## src/rtl/pipe_ctrl_pkg.sv

```systemverilog
// rtl/pipe_ctrl_pkg.sv - shared constants for the pipeline stall/flush controller
package pipe_ctrl_pkg;
  localparam logic [1:0]  RUN         = 2'd0;
  localparam logic [1:0]  WAIT        = 2'd1;
  localparam logic [1:0]  ERROR       = 2'd2;
  localparam logic [31:0] NOP_INSTR   = 32'h00000013;
  localparam logic [7:0]  BUBBLE_CTRL = 8'h00;

  typedef struct packed {
    logic pc;
    logic if_id;
    logic id_ex;
    logic ex_mem;
    logic mem_wb;
  } stage_we_t;

  typedef struct packed {
    logic if_id;
    logic id_ex;
    logic mem_wb;
  } stage_flush_t;

  localparam stage_we_t    WE_ALL   = 5'b11111;
  localparam stage_we_t    WE_NONE  = 5'b00000;
  localparam stage_flush_t FL_NONE  = 3'b000;
endpackage

```

## src/rtl/pipeline_ctrl_if.sv

```systemverilog
// rtl/pipeline_ctrl_if.sv - hazard inputs, dmem handshake and stage controls
interface pipeline_ctrl_if;
  logic [4:0] id_rs1;
  logic [4:0] id_rs2;
  logic       id_uses_rs1;
  logic       id_uses_rs2;
  logic [4:0] ex_rd;
  logic       ex_mem_read;
  logic       ex_branch_taken;
  logic       mem_access;
  logic       dmem_ready;
  logic       dmem_valid;
  logic       pc_we;
  logic       if_id_we;
  logic       id_ex_we;
  logic       ex_mem_we;
  logic       mem_wb_we;
  logic       if_id_flush;
  logic       id_ex_flush;
  logic       mem_wb_flush;

  modport master (
    input  id_rs1, id_rs2, id_uses_rs1, id_uses_rs2, ex_rd, ex_mem_read,
           ex_branch_taken, mem_access, dmem_ready,
    output dmem_valid, pc_we, if_id_we, id_ex_we, ex_mem_we, mem_wb_we,
           if_id_flush, id_ex_flush, mem_wb_flush
  );

  modport slave (
    output id_rs1, id_rs2, id_uses_rs1, id_uses_rs2, ex_rd, ex_mem_read,
           ex_branch_taken, mem_access, dmem_ready,
    input  dmem_valid, pc_we, if_id_we, id_ex_we, ex_mem_we, mem_wb_we,
           if_id_flush, id_ex_flush, mem_wb_flush
  );
endinterface

```

## src/rtl/pipeline_ctrl_hazard_detect.sv

```systemverilog
// rtl/pipeline_ctrl_hazard_detect.sv - load-use comparator between EX load and ID sources
module hazard_detect (
  input  logic [4:0] id_rs1,
  input  logic [4:0] id_rs2,
  input  logic       id_uses_rs1,
  input  logic       id_uses_rs2,
  input  logic [4:0] ex_rd,
  input  logic       ex_mem_read,
  output logic       load_use
);
  // x0 is hardwired zero, so a load targeting it never creates a dependency
  assign load_use = ex_mem_read && (ex_rd != 5'd0) &&
                    ((id_uses_rs1 && (id_rs1 == ex_rd)) ||
                     (id_uses_rs2 && (id_rs2 == ex_rd)));
endmodule

```

## src/rtl/pipeline_ctrl.sv

```systemverilog
// rtl/pipeline_ctrl.sv - stall/flush controller for the 5-stage RV32I pipeline
module pipeline_ctrl
  import pipe_ctrl_pkg::*;
#(
  parameter int MAX_WAIT = 16,
  parameter int CNT_W    = 32
) (
  input  logic             clk,
  input  logic             reset,
  pipeline_ctrl_if.master  pif,
  output logic             err,
  output logic [CNT_W-1:0] stall_cnt
);
  localparam int WCW = $clog2(MAX_WAIT + 1);

  logic [1:0]       state_q, state_d;
  logic [WCW-1:0]   wait_cnt_q, wait_cnt_d;
  logic [CNT_W-1:0] stall_cnt_q, stall_cnt_d;
  logic             load_use;
  logic             mem_wait;
  stage_we_t        we;
  stage_flush_t     fl;

  hazard_detect u_hazard_detect (
    .id_rs1      (pif.id_rs1),
    .id_rs2      (pif.id_rs2),
    .id_uses_rs1 (pif.id_uses_rs1),
    .id_uses_rs2 (pif.id_uses_rs2),
    .ex_rd       (pif.ex_rd),
    .ex_mem_read (pif.ex_mem_read),
    .load_use    (load_use)
  );

  assign mem_wait = ((state_q == RUN) && pif.mem_access && !pif.dmem_ready) ||
                    ((state_q == WAIT) && !pif.dmem_ready);

  always_comb begin
    we         = WE_ALL;
    fl         = FL_NONE;
    state_d    = state_q;
    wait_cnt_d = wait_cnt_q;
    if (state_q == ERROR) begin
      we = WE_NONE;
    end else if (mem_wait) begin
      // Freeze everything and drain MEM/WB; EX/ID hazards re-evaluate on release
      we        = WE_NONE;
      fl.mem_wb = 1'b1;
      if (state_q == RUN) begin
        state_d    = WAIT;
        wait_cnt_d = WCW'(1);
      end else if (wait_cnt_q == WCW'(MAX_WAIT - 1)) begin
        state_d = ERROR;
      end else begin
        wait_cnt_d = wait_cnt_q + WCW'(1);
      end
    end else begin
      if (state_q == WAIT) begin
        state_d    = RUN;
        wait_cnt_d = '0;
      end
      if (pif.ex_branch_taken) begin
        fl.if_id = 1'b1;
        fl.id_ex = 1'b1;
      end else if (load_use) begin
        we.pc    = 1'b0;
        we.if_id = 1'b0;
        fl.id_ex = 1'b1;
      end
    end
    if (reset) begin
      we = WE_ALL;
      fl = FL_NONE;
    end
    stall_cnt_d = stall_cnt_q;
    if (!we.pc && (stall_cnt_q != {CNT_W{1'b1}})) stall_cnt_d = stall_cnt_q + CNT_W'(1);
  end

  always_ff @(posedge clk) begin
    if (reset) begin
      state_q     <= RUN;
      wait_cnt_q  <= '0;
      stall_cnt_q <= '0;
    end else begin
      state_q     <= state_d;
      wait_cnt_q  <= wait_cnt_d;
      stall_cnt_q <= stall_cnt_d;
    end
  end

  assign pif.pc_we        = we.pc;
  assign pif.if_id_we     = we.if_id;
  assign pif.id_ex_we     = we.id_ex;
  assign pif.ex_mem_we    = we.ex_mem;
  assign pif.mem_wb_we    = we.mem_wb;
  assign pif.if_id_flush  = fl.if_id;
  assign pif.id_ex_flush  = fl.id_ex;
  assign pif.mem_wb_flush = fl.mem_wb;
  assign pif.dmem_valid   = pif.mem_access && (state_q != ERROR);
  assign err              = (state_q == ERROR);
  assign stall_cnt        = stall_cnt_q;
endmodule

```

## src/flat_wrapper.sv

```systemverilog
// flat-port wrapper written by rule: the top's interface ports become plain ports
module pipeline_ctrl_flat import pipe_ctrl_pkg::*;
#(
  parameter int MAX_WAIT = 16,
  parameter int CNT_W    = 32
)
  (clk, reset, err, stall_cnt, pif_id_rs1, pif_id_rs2, pif_id_uses_rs1, pif_id_uses_rs2, pif_ex_rd, pif_ex_mem_read, pif_ex_branch_taken, pif_mem_access, pif_dmem_ready, pif_dmem_valid, pif_pc_we, pif_if_id_we, pif_id_ex_we, pif_ex_mem_we, pif_mem_wb_we, pif_if_id_flush, pif_id_ex_flush, pif_mem_wb_flush);
  pipeline_ctrl_if pif_i ();
  input  logic clk;
  input  logic reset;
  output logic err;
  output logic [CNT_W-1:0] stall_cnt;
  input wire logic [$bits(pif_i.id_rs1)-1:0] pif_id_rs1;
  input wire logic [$bits(pif_i.id_rs2)-1:0] pif_id_rs2;
  input wire logic [$bits(pif_i.id_uses_rs1)-1:0] pif_id_uses_rs1;
  input wire logic [$bits(pif_i.id_uses_rs2)-1:0] pif_id_uses_rs2;
  input wire logic [$bits(pif_i.ex_rd)-1:0] pif_ex_rd;
  input wire logic [$bits(pif_i.ex_mem_read)-1:0] pif_ex_mem_read;
  input wire logic [$bits(pif_i.ex_branch_taken)-1:0] pif_ex_branch_taken;
  input wire logic [$bits(pif_i.mem_access)-1:0] pif_mem_access;
  input wire logic [$bits(pif_i.dmem_ready)-1:0] pif_dmem_ready;
  output wire logic [$bits(pif_i.dmem_valid)-1:0] pif_dmem_valid;
  output wire logic [$bits(pif_i.pc_we)-1:0] pif_pc_we;
  output wire logic [$bits(pif_i.if_id_we)-1:0] pif_if_id_we;
  output wire logic [$bits(pif_i.id_ex_we)-1:0] pif_id_ex_we;
  output wire logic [$bits(pif_i.ex_mem_we)-1:0] pif_ex_mem_we;
  output wire logic [$bits(pif_i.mem_wb_we)-1:0] pif_mem_wb_we;
  output wire logic [$bits(pif_i.if_id_flush)-1:0] pif_if_id_flush;
  output wire logic [$bits(pif_i.id_ex_flush)-1:0] pif_id_ex_flush;
  output wire logic [$bits(pif_i.mem_wb_flush)-1:0] pif_mem_wb_flush;
  assign pif_i.id_rs1 = pif_id_rs1;
  assign pif_i.id_rs2 = pif_id_rs2;
  assign pif_i.id_uses_rs1 = pif_id_uses_rs1;
  assign pif_i.id_uses_rs2 = pif_id_uses_rs2;
  assign pif_i.ex_rd = pif_ex_rd;
  assign pif_i.ex_mem_read = pif_ex_mem_read;
  assign pif_i.ex_branch_taken = pif_ex_branch_taken;
  assign pif_i.mem_access = pif_mem_access;
  assign pif_i.dmem_ready = pif_dmem_ready;
  assign pif_dmem_valid = pif_i.dmem_valid;
  assign pif_pc_we = pif_i.pc_we;
  assign pif_if_id_we = pif_i.if_id_we;
  assign pif_id_ex_we = pif_i.id_ex_we;
  assign pif_ex_mem_we = pif_i.ex_mem_we;
  assign pif_mem_wb_we = pif_i.mem_wb_we;
  assign pif_if_id_flush = pif_i.if_id_flush;
  assign pif_id_ex_flush = pif_i.id_ex_flush;
  assign pif_mem_wb_flush = pif_i.mem_wb_flush;
  pipeline_ctrl #(.MAX_WAIT(MAX_WAIT), .CNT_W(CNT_W)) u_core (.clk(clk), .reset(reset), .pif(pif_i), .err(err), .stall_cnt(stall_cnt));
endmodule
```

## config.mk

```make
export PLATFORM = sky130hd
export DESIGN_NAME = pipeline_ctrl_flat
export DESIGN_NICKNAME = d
export VERILOG_FILES = /design/src/rtl/pipe_ctrl_pkg.sv /design/src/rtl/pipeline_ctrl_if.sv /design/src/rtl/pipeline_ctrl_hazard_detect.sv /design/src/rtl/pipeline_ctrl.sv /design/src/flat_wrapper.sv
export SDC_FILE = /design/constraint.sdc
export NUM_CORES = 1
export LEC_CHECK = 0
export CORE_ASPECT_RATIO = 1.25
export CORE_MARGIN = 3
export CORE_UTILIZATION = 40
export CTS_CLUSTER_DIAMETER = 30
export DETAILED_ROUTE_END_ITERATION = 12
export GPL_TIMING_DRIVEN = 1
export PLACE_DENSITY = 0.69
export SLEW_MARGIN = 20
export SYNTH_ARGS = -nofsm -noshare
export SYNTH_HDL_FRONTEND = slang
export SYNTH_SLANG_ARGS = --single-unit
export TNS_END_PERCENT = 20
```

## constraint.sdc

```tcl
create_clock -name clk -period 2.8 [get_ports clk]
set_input_delay 0.56 -clock clk [delete_from_list [all_inputs] [get_ports clk]]
set_output_delay 0.56 -clock clk [all_outputs]
set_load 0.1 [all_outputs]
```

==> results.md, run 1 <==
| Item | Reported |
|---|---|
| Number of clock sinks | 39 |
| Final worst-path setup slack | 78.9 ps |
| Slowest cell on crit path | clkdlybuf4s50_1 |
| Aggregate routed wire length | 6.15 mm |
| Clock-pin slew on the worst setup and hold paths | 80 ps |
| Area of the die | 0.00666 sq mm |
| Worst slack at placement | -238 ps |
| Setup crit start kind | input port |
| Transition time of the tightest slew-check pin | 459 ps |
| Maximum level of the CTS H-tree | 2 |
| Final hold violations | 0 |
| Highest fanout seen on the critical path | 2 |
| Sequential Power Share | 44.9% |
| Post-synth design cell area | 0.00228 sq mm |
| Slew Viols, Final | 0 |
| Insertion delay of the later-clocked pin in the worst-skew pair | 300 ps |
| Syn Area/Cell | 8.16 sq um |
| Category of the worst setup path capture point | primary output |
| Largest net degree at the start of global routing | 35 |
| Max_slew headroom | 69.4% |
| Layout cell share with drive strength beyond 1 | 24.4% |
| Multi-input gate area | 0.00143 sq mm |
| Delay contributed by the slowest stage of the critical path | 470 ps |
| Crit path capture | pif_pc_we |
| Outcome | complete, no violations |
| Final critical-path required period | 2720 ps |
| Placeable core region | 0.00548 sq mm |
| Cell internal pwr | 0.910 mW |
| Hold buffers post-CTS | 0 |
| PwrDens | 388 mW/mm^2 |
| Post-Syn Instances | 280 |
| Worst voltage drop across the vdd grid | 0.287 mV |
| First drt pass iteration count | 4 |
| Yosys warning total | 0 |
| Number of buffers added by the clock tree synthesis step | 5 |
| Initial antenna violation count | 0 |
| Worst setup skew after layout | 13.1 ps |
| Leakage power summed over all cells | 1.26 nW |
| Die span in x | 73.6 microns |
| Global-route wire length before repair | 10.3 mm |
| Final worst-path cycle share | 97.2% |
| Syn-to-layout area delta | 41.2% |
| Required time reported for the critical path endpoint | 2240 ps |
| Net count reported at finish | 377 |
| Count of different cell masters after synthesis | 46 |
| Vias in the first global route | 2,162 |
| Net switching power figure | 0.341 mW |
| Switching share of power | 27.2% |
| Synth top area cells | dfxtp_1 34%, a21oi_1 7.5%, or4_1 6.2% |
| Register bit count reported by yosys | 39 |
| Root Buffer Master | clkbuf_8 |
| Die height | 90.5 microns |
| DR iter-0 viols | 122 |
| Clock tree buffer depth | 2 |
| Commonest cells after routing, fill and taps aside | 51 x buf_4, 39 x dfxtp_1, 33 x a21oi_1, 22 x nand2_1, 18 x or4_1 |
| CP delay by family, top | buffers and inverters |
| Logic depth of the worst setup path including buffers | 7 |
| CTS tree | yes |
| First element of the critical path | pif_id_rs2[3] |
| Top Ports | 65 |
| Register area | 781 sq um |
| Final HPWL DP | 4.43 mm |
| Portion of synthesized cell area occupied by the leading cell type | 34.2% |
| Logic pwr share | 16.6% |
| WL/cell | 14.8 microns |
| Cell-by-cell listing of the critical path | clkdlybuf4s50_1 > xor2_1 > nor4_2 > a22o_1 > a32oi_2 > buf_4 > buf_12 |
| Routability congestion estimate | 0.817 |
| Path type of the worst setup path | in2out |
| Number of inserted filler cells in the final layout | 511 |
| Remaining antenna violation count after routing | 0 |
| Starting density of the core | 41.7% |
| Biggest area consumer among synthesized cells | dfxtp_1 |
| Min-Delay Path Class | reg2reg |
| Remaining global-route overflow | 0 |
| Vias post-DR | 2,379 |
| Number of rows created at floorplan | 30 |
| Number of buffers inserted by port buffering | 64 |
| All-Layer GR Usage | 18.9% |
| Arr. time, crit path | 2160 ps |
| Endpoints failing setup | 0 |
| Total nets after synthesis | 306 |
| Buffers plus inverters on the worst setup path | 3 |
| Launching point of the worst reg2reg path | u_core.state_q[1] |
| Count of maximum capacitance violations | 0 |
| Most common library cell in the layout ignoring fill and taps | buf_4 |
| Share of power burned in the clock network | 38.5% |
| Worst reg2reg endpoint | u_core.stall_cnt[5] |
| Routed via count divided by cell count | 5.72 |
| Diodes inserted | 0 |
| Sequential cell area fraction in the yosys report | 34.2% |
| Final design utilization | 58.8% |
| Depth of the worst register-to-register path | 7 |
| Remaining routing DRC violations | 0 |
| Register-to-register setup slack | 360 ps |
| Timing-limited maximum frequency | 0.368 GHz |
[worst register-to-register path, cell delays in order (launching register included)]
cell	delay, ps
dfxtp_1	560
or2b_4	340
o31ai_4	80
a22oi_1	140
or3_4	530
buf_4	210
o311ai_0	320
o41ai_1	120
[through the flow]
stage,TNS (ps),hold WS [ps],std cells,instance area (sq um),total power [mW]
after floorplan,-1170,449,280,2310,0.694
after global placement,-4290,466,407,3060,0.779
after detailed placement,-5550,479,407,3060,0.780
after CTS,0,490,416,3180,1.26
after global routing,-73.8,515,416,3220,1.30
final,0,486,416,3220,1.25
[cell families (layout without fill, tap and decap cells)]
logic type | count (synthesis) | count (layout) | synth area share, %
compound gates | 77 | 77 | 21.3
flops | 39 | 39 | 34.2
xor+xnor | 13 | 13 | 4.99
simple gates | 123 | 123 | 32.1
mux | 1 | 1 | 0.438
fa+ha+maj | 3 | 3 | 1.64
buf+inv | 24 | 96 | 5.31
[metal layers]
metal | GRT usage, % | wire [microns]
met3 | 3.23 | 237
met2 | 30.0 | 2970
met1 | 25.9 | 2870
met4 | 5.59 | 70
met5 | 0 | 0
[Yosys cell counts (all sizes together)]
cell type	instances
buf	10
a32oi	1
nand2b	1
or2	4
nor2b	1
o41ai	2
ha	3
o311ai	2
nor4	3
a22o	1
xor2	10
o21ba	1
nor3	3
mux2i	1
nand2	22
clkbuf	8
nand3	12
or2b	1
a222oi	1
o211ai	2
nand4	4
or3	11
a22oi	1
o21ai	13
o31ai	18
xnor2	3
nor4b	1
a21oi	34
o21a	1
and4	6
dfxtp	39
and2	10
nor2	14
or4	19
inv	6
nor3b	2
and3	7
nand4b	1
and4b	1
[state kept, by name (all words and copies together) (netlist names)]
register,count
u_core.stall_cnt,32
u_core.wait_cnt_q,5
u_core.state_q,2
[power by group through the flow]
stage	combinational, mW	clock [mW]	sequential [mW]
6_report	0.207	0.482	0.562
3_3_place_gp	0.205	0	0.574
3_5_place_dp	0.206	0	0.574
5_1_grt	0.220	0.517	0.562
4_1_cts	0.207	0.492	0.561
2_1_floorplan	0.117	0	0.577
[timing repair]
item,4_1_cts,5_1_grt
endpoints found under the setup margin,3,10
pin swaps,3,6
cloned,0,0
gates resized for setup,4,12
setup buffers,1,0
[cell type report]
class	count	share of cell area, %
clock buffer	5	2.14
sequential	39	24.2
timing repair buffer	82	24.8
clock inverter	3	1.36
multi-input combinational	217	44.3
tap	64	2.48
inverter	6	0.699
[how the worst min path moves through the flow]
stage / from / depth (start not counted) / slack, ps / endpoint
6_report: u_core.wait_cnt_q[1] / 2 / 490 / u_core.wait_cnt_q[1]
4_1_cts: u_core.wait_cnt_q[1] / 2 / 490 / u_core.wait_cnt_q[1]
3_5_place_dp: u_core.wait_cnt_q[4] / 2 / 480 / u_core.wait_cnt_q[4]
3_3_place_gp: u_core.wait_cnt_q[4] / 2 / 470 / u_core.wait_cnt_q[4]
5_1_grt: u_core.wait_cnt_q[1] / 2 / 520 / u_core.wait_cnt_q[1]
2_1_floorplan: u_core.wait_cnt_q[1] / 2 / 450 / u_core.wait_cnt_q[1]
No activity file was read; power rests on OpenSTA's default activity.
==> run 2: changes to the inputs <==
--- a/config.mk
+++ b/config.mk
@@ -10,8 +10,8 @@
 export CORE_UTILIZATION = 40
 export CTS_CLUSTER_DIAMETER = 30
 export DETAILED_ROUTE_END_ITERATION = 12
-export GPL_TIMING_DRIVEN = 1
-export PLACE_DENSITY = 0.69
+export GPL_TIMING_DRIVEN = 0
+export PLACE_DENSITY = 0.72
 export SLEW_MARGIN = 20
 export SYNTH_ARGS = -nofsm -noshare
 export SYNTH_HDL_FRONTEND = slang
==> constraint.sdc (replaced) <==
create_clock -name clk -period 2.5 [get_ports clk]
set_input_delay 0.5 -clock clk [delete_from_list [all_inputs] [get_ports clk]]
set_output_delay 0.5 -clock clk [all_outputs]
set_load 0.1 [all_outputs]
==> results.md, run 2 (same netlist as run 1, synthesis figures left out) <==
| Item | Reported |
|---|---|
| Outcome | finished, violations left |
| Violations in the final reports | setup timing |
| Net count reported at finish | 382 |
| Final critical-path required period | 2500 ps |
| Area of all placed cells without fillers | 0.00325 sq mm |
| Slowest cell on crit path | or4_1 |
| Timing-limited maximum frequency | 0.399 GHz |
| Min-Delay Path Class | reg2reg |
| Insertion delay of the later-clocked pin in the worst-skew pair | 290 ps |
| Global-route wire length before repair | 10.7 mm |
| Cell-by-cell listing of the critical path | buf_6 > or4_1 > o21a_1 > a32oi_4 > buf_12 > buf_12 |
| Final worst-path setup slack | -3.37 ps |
| Count of maximum capacitance violations | 0 |
| Number of inserted filler cells in the final layout | 507 |
| Vias post-DR | 2,437 |
| Remaining routing DRC violations | 0 |
| Area of the die | 0.00666 sq mm |
| Diodes inserted | 0 |
| Root Buffer Master | clkbuf_8 |
| Worst voltage drop across the vdd grid | 0.237 mV |
| Most common library cell in the layout ignoring fill and taps | clkdlybuf4s50_1 |
| Cell count after placement | 407 |
| Multi-input gate area | 0.00145 sq mm |
| Remaining global-route overflow | 0 |
| Required time reported for the critical path endpoint | 2000 ps |
| Leakage power summed over all cells | 1.12 nW |
| CTS tree | yes |
| Die height | 90.5 microns |
| Register-to-register setup slack | 120 ps |
| Starting density of the core | 41.7% |
| Path type of the worst setup path | in2out |
| Largest net degree at the start of global routing | 14 |
| Aggregate routed wire length | 6.22 mm |
| Highest fanout seen on the critical path | 3 |
| Routed via count divided by cell count | 5.79 |
| Final design utilization | 59.2% |
| Delay contributed by the slowest stage of the critical path | 520 ps |
| First drt pass iteration count | 4 |
| Setup repair after global routing missed its margin | yes |
| Register area | 793 sq um |
| Die span in x | 73.6 microns |
| Category of the worst setup path capture point | primary output |
| Top Ports | 65 |
| Setup crit start kind | input port |
| Number of buffers added by the clock tree synthesis step | 5 |
| Remaining antenna violation count after routing | 0 |
| WL/cell | 14.8 microns |
| Endpoints failing setup | 1 |
| Layout cell share with drive strength beyond 1 | 18.8% |
| Placeable core region | 0.00548 sq mm |
| Transition time of the tightest slew-check pin | 995 ps |
| DR iter-0 viols | 105 |
| Commonest cells after routing, fill and taps aside | 37 x clkdlybuf4s50_1, 33 x a21oi_1, 29 x dfxtp_1, 22 x nand2_1, 19 x or4_1 |
| Arr. time, crit path | 2000 ps |
| Non-filler instance count after layout | 421 |
| Final hold violations | 0 |
| Total negative slack for setup checks | -3.37 ps |
| Most frequent cell on the critical path | buf_12 |
| Syn-to-layout area delta | 42.2% |
| PwrDens | 427 mW/mm^2 |
| Slew Viols, Final | 0 |
| Number of buffers inserted by port buffering | 63 |
| Final HPWL DP | 4.66 mm |
| Clock tree buffer depth | 2 |
| Maximum level of the CTS H-tree | 2 |
| Final worst-path cycle share | 100% |
| Routability congestion estimate | 0.835 |
| Max_slew headroom | 33.5% |
| Post-place instance area | 0.00307 sq mm |
| Clock-pin slew on the worst setup and hold paths | 80 ps |
| Number of clock sinks | 39 |
| Initial antenna violation count | 0 |
| All-Layer GR Usage | 19.6% |
| Number of rows created at floorplan | 30 |
| Number of flip-flops under the largest register name | 32 |
| Vias in the first global route | 2,305 |
| Worst setup skew after layout | 13.3 ps |
==> run 2: cell count changes in the layout (fill, tap and decap cells not counted), moves of 2 or more <==
cell,previous run,this run
buf_12,9,4
clkdlybuf4s50_1,11,37
and2_0,2,0
dfxtp_2,0,10
clkbuf_1,0,5
buf_4,51,10
buf_2,0,8
dfxtp_1,39,29
buf_6,0,4
dlygate4sd2_1,3,14
dlymetal6s2s_1,8,0
==> run 2: layer usage <==
layer	wire length, microns	global-route usage, %	share of wire [%]	vias up
li1	-	-	-	1209
met1	2550	23.5	41	1139
met2	3190	33.6	51	83
met3	414	4.57	6.7	6
met4	61	6.34	0.98	0
met5	0	0	0	-
==> run 2: final timing paths <==
| check | start | endpoint | cells after the start |
|---|---|---|---|
| setup / recovery | pif_ex_rd[0] | pif_pc_we | 6 |
| hold / removal | u_core.wait_cnt_q[1] | u_core.wait_cnt_q[1] | 2 |
| setup reg to reg | u_core.stall_cnt[0] | u_core.stall_cnt[29] | 9 |
| hold reg to reg | u_core.wait_cnt_q[1] | u_core.wait_cnt_q[1] | 2 |
==> run 2: timing repair <==
action / CTS / global route
resized for setup: 94 / 5
hold buffers: 0 / 0
setup endpoints to repair: 40 / 15
buffers inserted: 6 / 0
pin swaps: 16 / 1
==> run 2: area by class of cell <==
| cell class | count | area share [%] |
|---|---|---|
| clock inverters | 3 | 1.35 |
| flip-flops and latches | 39 | 24.4 |
| multi-input cells | 217 | 44.6 |
| repair buffers | 69 | 20.7 |
| clock buffers | 5 | 2.12 |
| inverters | 6 | 0.694 |
| plain buffers | 18 | 3.62 |
| well taps | 64 | 2.47 |
==> run 2: worst max-delay path: cells and delay by family <==
| family | cells | cell delay [ps] |
|---|---|---|
| buffers and inverters | 3 | 400 |
| AOI/OAI and AO/OA | 2 | 570 |
| and+or+nand+nor | 1 | 520 |
==> run 2: through the flow <==
stage	setup slack (ps)	total power [mW]	hold WS, ps
3_3_place_gp	-1350	0.856	462
6_report	-3.37	1.39	481
4_1_cts	-16.3	1.39	481
5_1_grt	-74.7	1.43	506
2_1_floorplan	-273	0.785	449
3_5_place_dp	-1370	0.858	467
==> run 2: report_power, final <==
| part | switching (mW) | internal, mW |
|---|---|---|
| clock | 0.237 | 0.297 |
| combinational | 0.139 | 0.0854 |
| sequential | 0.00338 | 0.624 |
==> run 3: changes to the inputs <==
--- a/config.mk
+++ b/config.mk
@@ -7,11 +7,11 @@
 export LEC_CHECK = 0
 export CORE_ASPECT_RATIO = 1.25
 export CORE_MARGIN = 3
-export CORE_UTILIZATION = 40
+export CORE_UTILIZATION = 43
 export CTS_CLUSTER_DIAMETER = 30
 export DETAILED_ROUTE_END_ITERATION = 12
 export GPL_TIMING_DRIVEN = 0
-export PLACE_DENSITY = 0.72
+export PLACE_DENSITY = 0.76
 export SLEW_MARGIN = 20
 export SYNTH_ARGS = -nofsm -noshare
 export SYNTH_HDL_FRONTEND = slang
==> results.md, run 3 (same netlist as run 1, synthesis figures left out) <==
| Item | Reported |
|---|---|
| Most common library cell in the layout ignoring fill and taps | clkdlybuf4s50_1 |
| Vias post-DR | 2,386 |
| Largest net degree at the start of global routing | 12 |
| Slowest cell on crit path | clkdlybuf4s50_1 |
| Final design utilization | 63.2% |
| Violations in the final reports | setup timing |
| Starting density of the core | 44.6% |
| Cell-by-cell listing of the critical path | clkdlybuf4s50_1 > xnor2_1 > and2_1 > a22o_4 > a32oi_4 > buf_12 > buf_12 |
| Post-place instance area | 0.00307 sq mm |
| Hold buffers post-CTS | 0 |
| Global-route wire length before repair | 10.6 mm |
| Syn-to-layout area delta | 41.7% |
| Worst setup skew after layout | 2.31 ps |
| All-Layer GR Usage | 20.9% |
| Remaining routing DRC violations | 0 |
| Routed via count divided by cell count | 5.74 |
| Count of maximum capacitance violations | 0 |
| Hold EP | u_core.wait_cnt_q[1] |
| Number of buffers inserted by port buffering | 63 |
| Leakage power summed over all cells | 1.11 nW |
| Area of all placed cells without fillers | 0.00324 sq mm |
| Number of rows created at floorplan | 29 |
| Clock-pin slew on the worst setup and hold paths | 70 ps |
| Final worst-path setup slack | -7.70 ps |
| Total negative slack for setup checks | -7.70 ps |
| Register-to-register setup slack | 100 ps |
| Initial antenna violation count | 0 |
| Diodes inserted | 0 |
| Launching point of the worst reg2reg path | u_core.stall_cnt[0] |
| Die height | 87.5 microns |
| Setup crit start kind | input port |
| Final worst-path cycle share | 100% |
| Remaining global-route overflow | 0 |
| WL/cell | 15.0 microns |
| Arr. time, crit path | 2010 ps |
| Commonest cells after routing, fill and taps aside | 38 x clkdlybuf4s50_1, 33 x a21oi_1, 29 x dfxtp_1, 22 x nand2_1, 19 x or4_1 |
| Maximum level of the CTS H-tree | 2 |
| Number of flip-flops under the largest register name | 32 |
| Remaining antenna violation count after routing | 0 |
| Required time reported for the critical path endpoint | 2000 ps |
| DR iter-0 viols | 169 |
| First drt pass iteration count | 5 |
| Setup repair after global routing missed its margin | yes |
| Outcome | finished, violations left |
| Worst reg2reg endpoint | u_core.stall_cnt[27] |
| Number of buffers added by the clock tree synthesis step | 5 |
| Timing-limited maximum frequency | 0.399 GHz |
| Worst voltage drop across the vdd grid | 0.211 mV |
| Power, Total | 1.33 mW |
| Path type of the worst setup path | in2out |
| Placeable core region | 0.00512 sq mm |
| Slew Viols, Final | 0 |
| Highest fanout seen on the critical path | 3 |
| Category of the worst setup path capture point | primary output |
| Transition time of the tightest slew-check pin | 978 ps |
| Hold path cells | 2 |
| Endpoints failing setup | 1 |
| Top Ports | 65 |
| Routability congestion estimate | 0.817 |
| Most frequent cell on the critical path | buf_12 |
| Root Buffer Master | clkbuf_8 |
| Vias in the first global route | 2,294 |
| Area of the die | 0.00623 sq mm |
| Delay contributed by the slowest stage of the critical path | 410 ps |
| Worst slack at placement | -1320 ps |
| Insertion delay of the later-clocked pin in the worst-skew pair | 290 ps |
| Layout cell share with drive strength beyond 1 | 18.4% |
| Min-Delay Path Class | reg2reg |
| Final hold violations | 0 |
| Clock tree buffer depth | 2 |
| Die span in x | 71.2 microns |
| Net count reported at finish | 379 |
| Hold_sp | u_core.wait_cnt_q[1] |
| CTS tree | yes |
| PwrDens | 410 mW/mm^2 |
| Final HPWL DP | 4.68 mm |
| Aggregate routed wire length | 6.25 mm |
| Max_slew headroom | 34.6% |
| Final critical-path required period | 2510 ps |
| Number of clock sinks | 39 |
| Depth of the worst register-to-register path | 8 |
run 3: final cells by class:
class,instances,area (sq um)
Buffer,18,129
Clock buffer,8,100
Fill cell,471,1880
Inverter,6,22.5
Multi-Input combinational cell,217,1470
Sequential cell,39,793
Tap cell,62,77.6
Timing Repair Buffer,66,648
run 3: worst max path at each step:
stage / from / to / slack, ps / cells past startpoint
after global routing: pif_id_rs1[1] / pif_pc_we / -70 / 7
after floorplan: pif_dmem_ready / pif_id_ex_we / -270 / 4
after detailed placement: pif_ex_rd[3] / pif_pc_we / -1320 / 6
after CTS: pif_id_rs1[1] / pif_pc_we / -20 / 7
after global placement: pif_ex_rd[0] / pif_pc_we / -1300 / 6
final: pif_id_rs1[1] / pif_pc_we / -8 / 7
run 3: per-stage QoR:
step	hold slack (ps)	instances
finish	480	416
CTS	480	416
detailed placement	470	405
floorplan	449	280
global route	508	416
global placement	458	405
run 3: worst max-delay path, delay by kind of cell:
kind            cells  cell delay, ps
compound gates      2             510
buf+inv             3             710
simple gates        1             160
xor+xnor            1             120
run 3: power by group:
group	internal [mW]	switching [mW]	total, mW
registers	0.624	0.00330	0.627
logic	0.0841	0.140	0.224
clock network	0.252	0.222	0.474
run 3: metal layers:
metal / up-vias / share of wire, % / track usage, %
met5: - / 0 / 0
li1: 1209 / - / -
met1: 1098 / 43 / 24.7
met4: 0 / 1.0 / 5.81
met2: 74 / 51 / 37.8
met3: 5 / 5.0 / 4.27
run 3: what timing repair did:
| action | CTS | global route |
|---|---|---|
| pin swaps | 15 | 3 |
| resized for setup | 99 | 5 |
| setup endpoints to repair | 40 | 23 |
| buffers inserted | 3 | 0 |
